**src/rtl/ps2_keyboard_ctrl.sv**
```systemverilog
// PS/2 keyboard receiver: frame check, E0/F0 prefix folding, modifier tracking
// and a show-ahead event FIFO. Optional macro: PS2_TYPEMATIC_FILTER_EN.
module ps2_keyboard_ctrl #(
  parameter int TIMEOUT_CYCLES = 20000,
  parameter int FIFO_DEPTH     = 4
) (
  input  logic       clk,
  input  logic       reset,
  input  logic       ps2Clk,
  input  logic       ps2Data,
  output logic       evValid,
  input  logic       evReady,
  output logic [7:0] evCode,
  output logic       evExtended,
  output logic       evBreak,
  output logic       frameError,
  output logic       overflow,
  output logic       shift,
  output logic       ctrl,
  output logic       alt,
  output logic       debugE0,
  output logic       debugF0
);

  localparam int AW = $clog2(FIFO_DEPTH);
  localparam int TW = $clog2(TIMEOUT_CYCLES + 1);
  localparam logic [TW-1:0] TO_LAST = TW'(TIMEOUT_CYCLES - 1);
  localparam logic [AW:0]   DEPTH_C = (AW + 1)'(FIFO_DEPTH);

  typedef enum logic [1:0] {IDLE = 2'd0, DATA = 2'd1, PARITY = 2'd2, STOP = 2'd3} state_t;

  function automatic logic oddParityOk(input logic [7:0] data, input logic par);
    return ^{data, par};
  endfunction

  state_t          state_r, stateNext_s;
  logic            prevClk_r, fall_s, timeout_s, accept_s, err_s;
  logic [2:0]      bitCnt_r;
  logic [7:0]      dataSr_r, byte_r;
  logic            parBit_r, byteValid_r, frameErr_r;
  logic [TW-1:0]   toCnt_r;
  logic            pendE0_r, pendF0_r;
  logic            lShift_r, rShift_r, lCtrl_r, rCtrl_r, lAlt_r, rAlt_r;
  logic            lShiftNext_s, rShiftNext_s, lCtrlNext_s, rCtrlNext_s, lAltNext_s, rAltNext_s;
  logic            shift_r, ctrl_r, alt_r;
  logic            isE0_s, isF0_s, isKey_s, suppress_s, pushReq_s;
  logic [9:0]      mem_r [FIFO_DEPTH];
  logic [9:0]      pushData_s, headNext_s, head_r;
  logic [AW-1:0]   wrPtr_r, rdPtr_r, rdNext_s;
  logic [AW:0]     count_r, countNext_s;
  logic            evValid_r, overflow_r, pop_s, full_s, pushOk_s, ovfSet_s;

  assign fall_s    = prevClk_r & ~ps2Clk;
  assign timeout_s = (state_r != IDLE) && !fall_s && (toCnt_r == TO_LAST);

  // Frame FSM next state; an expired timeout aborts any partial frame
  always_comb begin
    stateNext_s = state_r;
    accept_s    = 1'b0;
    err_s       = 1'b0;
    case (state_r)
      IDLE: begin
        if (fall_s && !ps2Data) stateNext_s = DATA;
        else                    stateNext_s = IDLE;
      end
      DATA: begin
        if (fall_s) stateNext_s = (bitCnt_r == 3'd7) ? PARITY : DATA;
        else if (timeout_s) begin stateNext_s = IDLE; err_s = 1'b1; end
        else stateNext_s = DATA;
      end
      PARITY: begin
        if (fall_s) stateNext_s = STOP;
        else if (timeout_s) begin stateNext_s = IDLE; err_s = 1'b1; end
        else stateNext_s = PARITY;
      end
      STOP: begin
        if (fall_s) begin
          stateNext_s = IDLE;
          if (ps2Data && oddParityOk(dataSr_r, parBit_r)) accept_s = 1'b1;
          else                                            err_s    = 1'b1;
        end else if (timeout_s) begin
          stateNext_s = IDLE;
          err_s       = 1'b1;
        end else begin
          stateNext_s = STOP;
        end
      end
      default: stateNext_s = IDLE;
    endcase
  end

  // Frame state, bit shifter and timeout counter
  always_ff @(posedge clk or negedge reset) begin
    if (!reset) begin
      state_r     <= IDLE;
      prevClk_r   <= 1'b0;
      bitCnt_r    <= 3'd0;
      dataSr_r    <= 8'd0;
      parBit_r    <= 1'b0;
      toCnt_r     <= '0;
      byteValid_r <= 1'b0;
      byte_r      <= 8'd0;
      frameErr_r  <= 1'b0;
    end else begin
      state_r     <= stateNext_s;
      prevClk_r   <= ps2Clk;
      byteValid_r <= accept_s;
      frameErr_r  <= err_s;
      if (state_r == IDLE)              bitCnt_r <= 3'd0;
      else if (state_r == DATA && fall_s) bitCnt_r <= bitCnt_r + 3'd1;
      if (state_r == DATA && fall_s)    dataSr_r <= {ps2Data, dataSr_r[7:1]};
      if (state_r == PARITY && fall_s)  parBit_r <= ps2Data;
      if (state_r == IDLE || fall_s)    toCnt_r  <= '0;
      else                              toCnt_r  <= toCnt_r + TW'(1);
      if (accept_s)                     byte_r   <= dataSr_r;
    end
  end

  assign isE0_s     = byteValid_r && (byte_r == 8'hE0);
  assign isF0_s     = byteValid_r && (byte_r == 8'hF0);
  assign isKey_s    = byteValid_r && !isE0_s && !isF0_s;
  assign pushReq_s  = isKey_s && !suppress_s;
  assign pushData_s = {byte_r, pendE0_r, pendF0_r};

  // Modifier updates: make sets, break clears; E0 12/E0 59 are fake shifts
  always_comb begin
    lShiftNext_s = lShift_r;
    rShiftNext_s = rShift_r;
    lCtrlNext_s  = lCtrl_r;
    rCtrlNext_s  = rCtrl_r;
    lAltNext_s   = lAlt_r;
    rAltNext_s   = rAlt_r;
    if (isKey_s) begin
      case ({pendE0_r, byte_r})
        9'h012:  lShiftNext_s = ~pendF0_r;
        9'h059:  rShiftNext_s = ~pendF0_r;
        9'h014:  lCtrlNext_s  = ~pendF0_r;
        9'h114:  rCtrlNext_s  = ~pendF0_r;
        9'h011:  lAltNext_s   = ~pendF0_r;
        9'h111:  rAltNext_s   = ~pendF0_r;
        default: lShiftNext_s = lShift_r;
      endcase
    end else begin
      lShiftNext_s = lShift_r;
    end
  end

  // Prefix and modifier registers
  always_ff @(posedge clk or negedge reset) begin
    if (!reset) begin
      pendE0_r <= 1'b0; pendF0_r <= 1'b0;
      lShift_r <= 1'b0; rShift_r <= 1'b0; lCtrl_r <= 1'b0;
      rCtrl_r  <= 1'b0; lAlt_r   <= 1'b0; rAlt_r  <= 1'b0;
      shift_r  <= 1'b0; ctrl_r   <= 1'b0; alt_r   <= 1'b0;
    end else begin
      if (isE0_s)       pendE0_r <= 1'b1;
      else if (isKey_s) pendE0_r <= 1'b0;
      if (isF0_s)       pendF0_r <= 1'b1;
      else if (isKey_s) pendF0_r <= 1'b0;
      lShift_r <= lShiftNext_s; rShift_r <= rShiftNext_s;
      lCtrl_r  <= lCtrlNext_s;  rCtrl_r  <= rCtrlNext_s;
      lAlt_r   <= lAltNext_s;   rAlt_r   <= rAltNext_s;
      shift_r  <= lShiftNext_s | rShiftNext_s;
      ctrl_r   <= lCtrlNext_s | rCtrlNext_s;
      alt_r    <= lAltNext_s | rAltNext_s;
    end
  end

`ifdef PS2_TYPEMATIC_FILTER_EN
  logic       lastValid_r, lastE0_r;
  logic [7:0] lastCode_r;

  assign suppress_s = isKey_s && !pendF0_r && lastValid_r &&
                      (lastCode_r == byte_r) && (lastE0_r == pendE0_r);

  // Remember the last make so auto-repeats of it are swallowed
  always_ff @(posedge clk or negedge reset) begin
    if (!reset) begin
      lastValid_r <= 1'b0;
      lastE0_r    <= 1'b0;
      lastCode_r  <= 8'd0;
    end else if (isKey_s) begin
      if (pendF0_r) begin
        lastValid_r <= 1'b0;
      end else begin
        lastValid_r <= 1'b1;
        lastE0_r    <= pendE0_r;
        lastCode_r  <= byte_r;
      end
    end
  end
`else
  assign suppress_s = 1'b0;
`endif

  assign pop_s       = evValid_r & evReady;
  assign full_s      = (count_r == DEPTH_C);
  assign pushOk_s    = pushReq_s && (!full_s || pop_s);
  assign ovfSet_s    = pushReq_s && full_s && !pop_s;
  assign countNext_s = count_r + (AW + 1)'(pushOk_s) - (AW + 1)'(pop_s);
  assign rdNext_s    = rdPtr_r + AW'(pop_s);

  // Head entry for next cycle; a push into an emptying FIFO bypasses memory
  always_comb begin
    headNext_s = mem_r[rdNext_s];
    if (pushOk_s && (count_r == (AW + 1)'(pop_s))) headNext_s = pushData_s;
    else                                           headNext_s = mem_r[rdNext_s];
  end

  // Event FIFO storage, pointers and registered head
  always_ff @(posedge clk or negedge reset) begin
    if (!reset) begin
      for (int i = 0; i < FIFO_DEPTH; i++) mem_r[i] <= '0;
      wrPtr_r    <= '0;
      rdPtr_r    <= '0;
      count_r    <= '0;
      evValid_r  <= 1'b0;
      head_r     <= '0;
      overflow_r <= 1'b0;
    end else begin
      if (pushOk_s) begin
        mem_r[wrPtr_r] <= pushData_s;
        wrPtr_r        <= wrPtr_r + AW'(1);
      end
      rdPtr_r    <= rdNext_s;
      count_r    <= countNext_s;
      evValid_r  <= (countNext_s != '0);
      head_r     <= headNext_s;
      overflow_r <= overflow_r | ovfSet_s;
    end
  end

  assign evValid    = evValid_r;
  assign evCode     = head_r[9:2];
  assign evExtended = head_r[1];
  assign evBreak    = head_r[0];
  assign frameError = frameErr_r;
  assign overflow   = overflow_r;
  assign shift      = shift_r;
  assign ctrl       = ctrl_r;
  assign alt        = alt_r;
  assign debugE0    = pendE0_r;
  assign debugF0    = pendF0_r;

endmodule

```
**config.mk**
```make
export PLATFORM = sky130hd
export DESIGN_NAME = ps2_keyboard_ctrl
export DESIGN_NICKNAME = d
export VERILOG_FILES = /design/src/rtl/ps2_keyboard_ctrl.sv
export SDC_FILE = /design/constraint.sdc
export NUM_CORES = 1
export LEC_CHECK = 0
export CAP_MARGIN = 20
export CORE_ASPECT_RATIO = 1.1
export CORE_UTILIZATION = 54
export CTS_CLUSTER_SIZE = 24
export DETAILED_ROUTE_END_ITERATION = 10
export MAX_ROUTING_LAYER = met4
export PLACE_DENSITY = 0.75
export SYNTH_ARGS = -nofsm -noshare
export SYNTH_HDL_FRONTEND = slang
export SYNTH_SLANG_ARGS = --single-unit
```
**constraint.sdc**
```tcl
create_clock -name clk -period 3.19 [get_ports clk]
set_input_delay 0.638 -clock clk [delete_from_list [all_inputs] [get_ports clk]]
set_output_delay 0.638 -clock clk [all_outputs]
set_load 0.01 [all_outputs]
```
==> flow_metrics.tcl <==
set metrics [dict create \
    mostFrequentLayoutCells "dfrtp_1 (110), mux2_2 (37), mux2_4 (27), nor2_1 (23), clkdlybuf4s50_1 (21)" \
    drc 0 \
    clock_skew_ns 0.0147 \
    seqPwrFrac_pct 51.2 \
    cap_viol_max_count 0 \
    path_class "reg2reg" \
    worstPathRequired_ns 3.45 \
    htree_num_levels 3 \
    grt_overflow_total 0 \
    postCtsHoldBufs 0 \
    outcome "finished, final reports clean" \
    syn_avg_cell_area_um2 13.7 \
    synth_edf_count 0 \
    ys_ff_latch 110 \
    final_hold_viol_count 0 \
    synth_cell_types 53 \
    dr.pass1.iters 4 \
    cts.sinks 110 \
    power_switching_mw 0.810 \
    die_x_um 95.8 \
    wl_met3_um 200 \
    synth-seq-area-share_pct 52.7 \
    final_common_cell "dfrtp_1" \
    wl_per_cell_um 16.9 \
    finalCritPeriodShare_pct 88.2 \
    end_kind "flop" \
    async_reset_ff_share_pct 100 \
    boundaryPins 23 \
    wl_mm 9.00 \
    post_cts_resize_count 0 \
    pwr-share-comb_pct 18.0 \
    clockPowerShare_pct 30.8 \
    die_h_um 105 \
    internal_power_mw 2.16 \
    power.leakage_nw 2.74 \
    setup_viol 0 \
    grtUsageTotal_pct 20.4 \
    grt_pass1_wl_mm 15.2 \
    cp_data_arrival_time_ns 3.07 \
    power_density_nw_per_um2 511 \
    grt_antenna_before_repair 0 \
    core_um2 9400 \
    portBuffers 22 \
    cts-root-buf "clkbuf_8" \
    vias 3028 \
    syn-cell-area_um2 5220 \
    cts_setup_buffers 0 \
    start_util_pct 55.6 \
    drt_iter0_markers 90 \
    startpoint_type "flop" \
    layout-drive-gt1-share_pct 25.8 \
    dr.max_layer_used "met4" \
    drt-vias-per-instance 5.70 \
    clock_path_buffers 2 \
    fin_nets 429 \
    insertion_delay_ns 0.38 \
    cts.clk_slew.worst_paths_ns 0.10 \
    synth_fp_nets 402 \
    period_needed_ns 2.81 \
    relSlewSlack_pct 61.6 \
    cts_tree "done" \
    yosysWarnings 0 \
    tightest_slew_ns 0.577 \
    area_growth_pct 11.4 \
    grt_max_degree 111 \
    rsz0062_at_grt "no" \
    num_rows 37 \
    m1WireLength_mm 4.17 \
    dieArea_um2 10100 \
    ant_nets 0 \
    final-max-slew-violation-count 0 \
    hold_class "in2async" \
    place.gp.congestion 0.793 \
    finalSetupTns_ns 0 \
    grt_pass1_vias 3028 \
    synth-main-ff-cell "dfrtp_1" \
    max_freq_ghz 0.355 \
    cp_max_fo 3 \
    switching_share_pct 27.3 \
    synthCells 382 \
    antenna_cells 0 \
    p_total_mw 2.97 \
    ir_drop_mv 0.324 \
    dp_hpwl_mm 5.83 \
    wl_met2_mm 4.45 \
    cts_buffers 9 \
]
==> final timing paths <==
path,startpoint,end,slack [ns],cells after the start
max reg2reg,byte_r[2],evValid,0.38,10
min reg2reg,toCnt_r[0],toCnt_r[0],0.49,1
min,reset,rCtrl_r,0.32,2
max,byte_r[2],evValid,0.38,10
min in group clk,toCnt_r[0],toCnt_r[0],0.49,1
max in group asynchronous,reset,prevClk_r,2.44,2
==> worst max-delay path, cell delays in order, from the launching register on <==
cell and delay [ns]:
dfrtp_1 0.38, or3b_1 0.41, o41a_1 0.43, nand2_1 0.14, ha_1 0.15, inv_1 0.04, ha_1 0.18, fa_1 0.38
xnor2_1 0.15, xnor2_1 0.13, or3_1 0.31
==> cell type report <==
type / count / area [µm²]
flip-flops and latches: 110 / 2750
well taps: 117 / 146
repair buffers: 33 / 313
fillers: 709 / 3580
inverters: 17 / 63.8
multi-input cells: 238 / 2320
clock inverters: 5 / 83.8
clock buffers: 11 / 131
==> cells by family (layout without fill, tap and decap cells) <==
kind of cell | Yosys count | in the layout | synth area share [%]
simple gates | 85 | 85 | 9.75
xor+xnor | 23 | 23 | 4.41
fa+ha+maj | 15 | 15 | 3.74
buf+inv | 34 | 66 | 2.78
flops | 110 | 110 | 52.7
mux | 85 | 85 | 22.5
compound gates | 30 | 30 | 4.12
==> metrics by stage <==
stage,cells,worst slack [ns],hold slack [ns],instance area [µm²],utilization [%]
floorplan,382,0.220,0.342,5220,-
global placement,515,0.220,0.464,5600,59.6
detailed placement,515,0.134,0.470,5600,59.6
CTS,531,0.348,0.360,5820,61.9
global route,531,0.239,0.377,5820,61.9
finish,531,0.377,0.317,5820,61.9
==> cells in the mapped netlist (all sizes together), types with 2 or more instances <==
master | n | area share, %
mux2i | 7 | 1.6
dfrtp | 110 | 53
nor2b | 2 | 0.24
nand4 | 7 | 0.84
nand3 | 12 | 2.0
clkbuf | 12 | 0.86
nor4bb | 2 | 0.38
nand2 | 12 | 0.86
a21oi | 9 | 0.86
a211oi | 2 | 0.29
nor4 | 2 | 0.53
and3 | 3 | 0.36
nor3 | 5 | 0.48
nand2b | 4 | 0.48
and4 | 4 | 0.67
nand4b | 3 | 0.50
xor2 | 12 | 2.0
xnor2 | 9 | 1.5
inv | 17 | 1.2
a41oi | 2 | 0.34
or3 | 3 | 0.36
a211o | 2 | 0.34
o41ai | 2 | 0.48
o211ai | 2 | 0.29
buf | 5 | 0.69
mux2 | 68 | 17
ha | 14 | 3.4
mux4 | 10 | 4.3
nor2 | 23 | 1.7
o21ai | 3 | 0.29
==> power by group through the flow <==
stage                     Combinational, mW  Clock [mW]  Sequential (mW)
after detailed placement              0.556           0             1.55
after global placement                0.538           0             1.55
after global routing                  0.590       0.979             1.53
final                                 0.535       0.914             1.52
after CTS                             0.558       0.932             1.52
after floorplan                       0.401           0             1.53
==> sequential cells by signal, indices dropped and copies added, names as in the netlist, 3 cells and up <==
signal,cells
mem_r,40
toCnt_r,15
head_r,10
byte_r,8
dataSr_r,8
bitCnt_r,3
count_r,3
==> metal layers <==
layer,global-route usage [%],vias up
met1,27.1,1549
met5,-,-
met3,3.20,17
li1,-,1423
met2,31.4,39
met4,8.00,0
(Power assumes the default switching activity.)
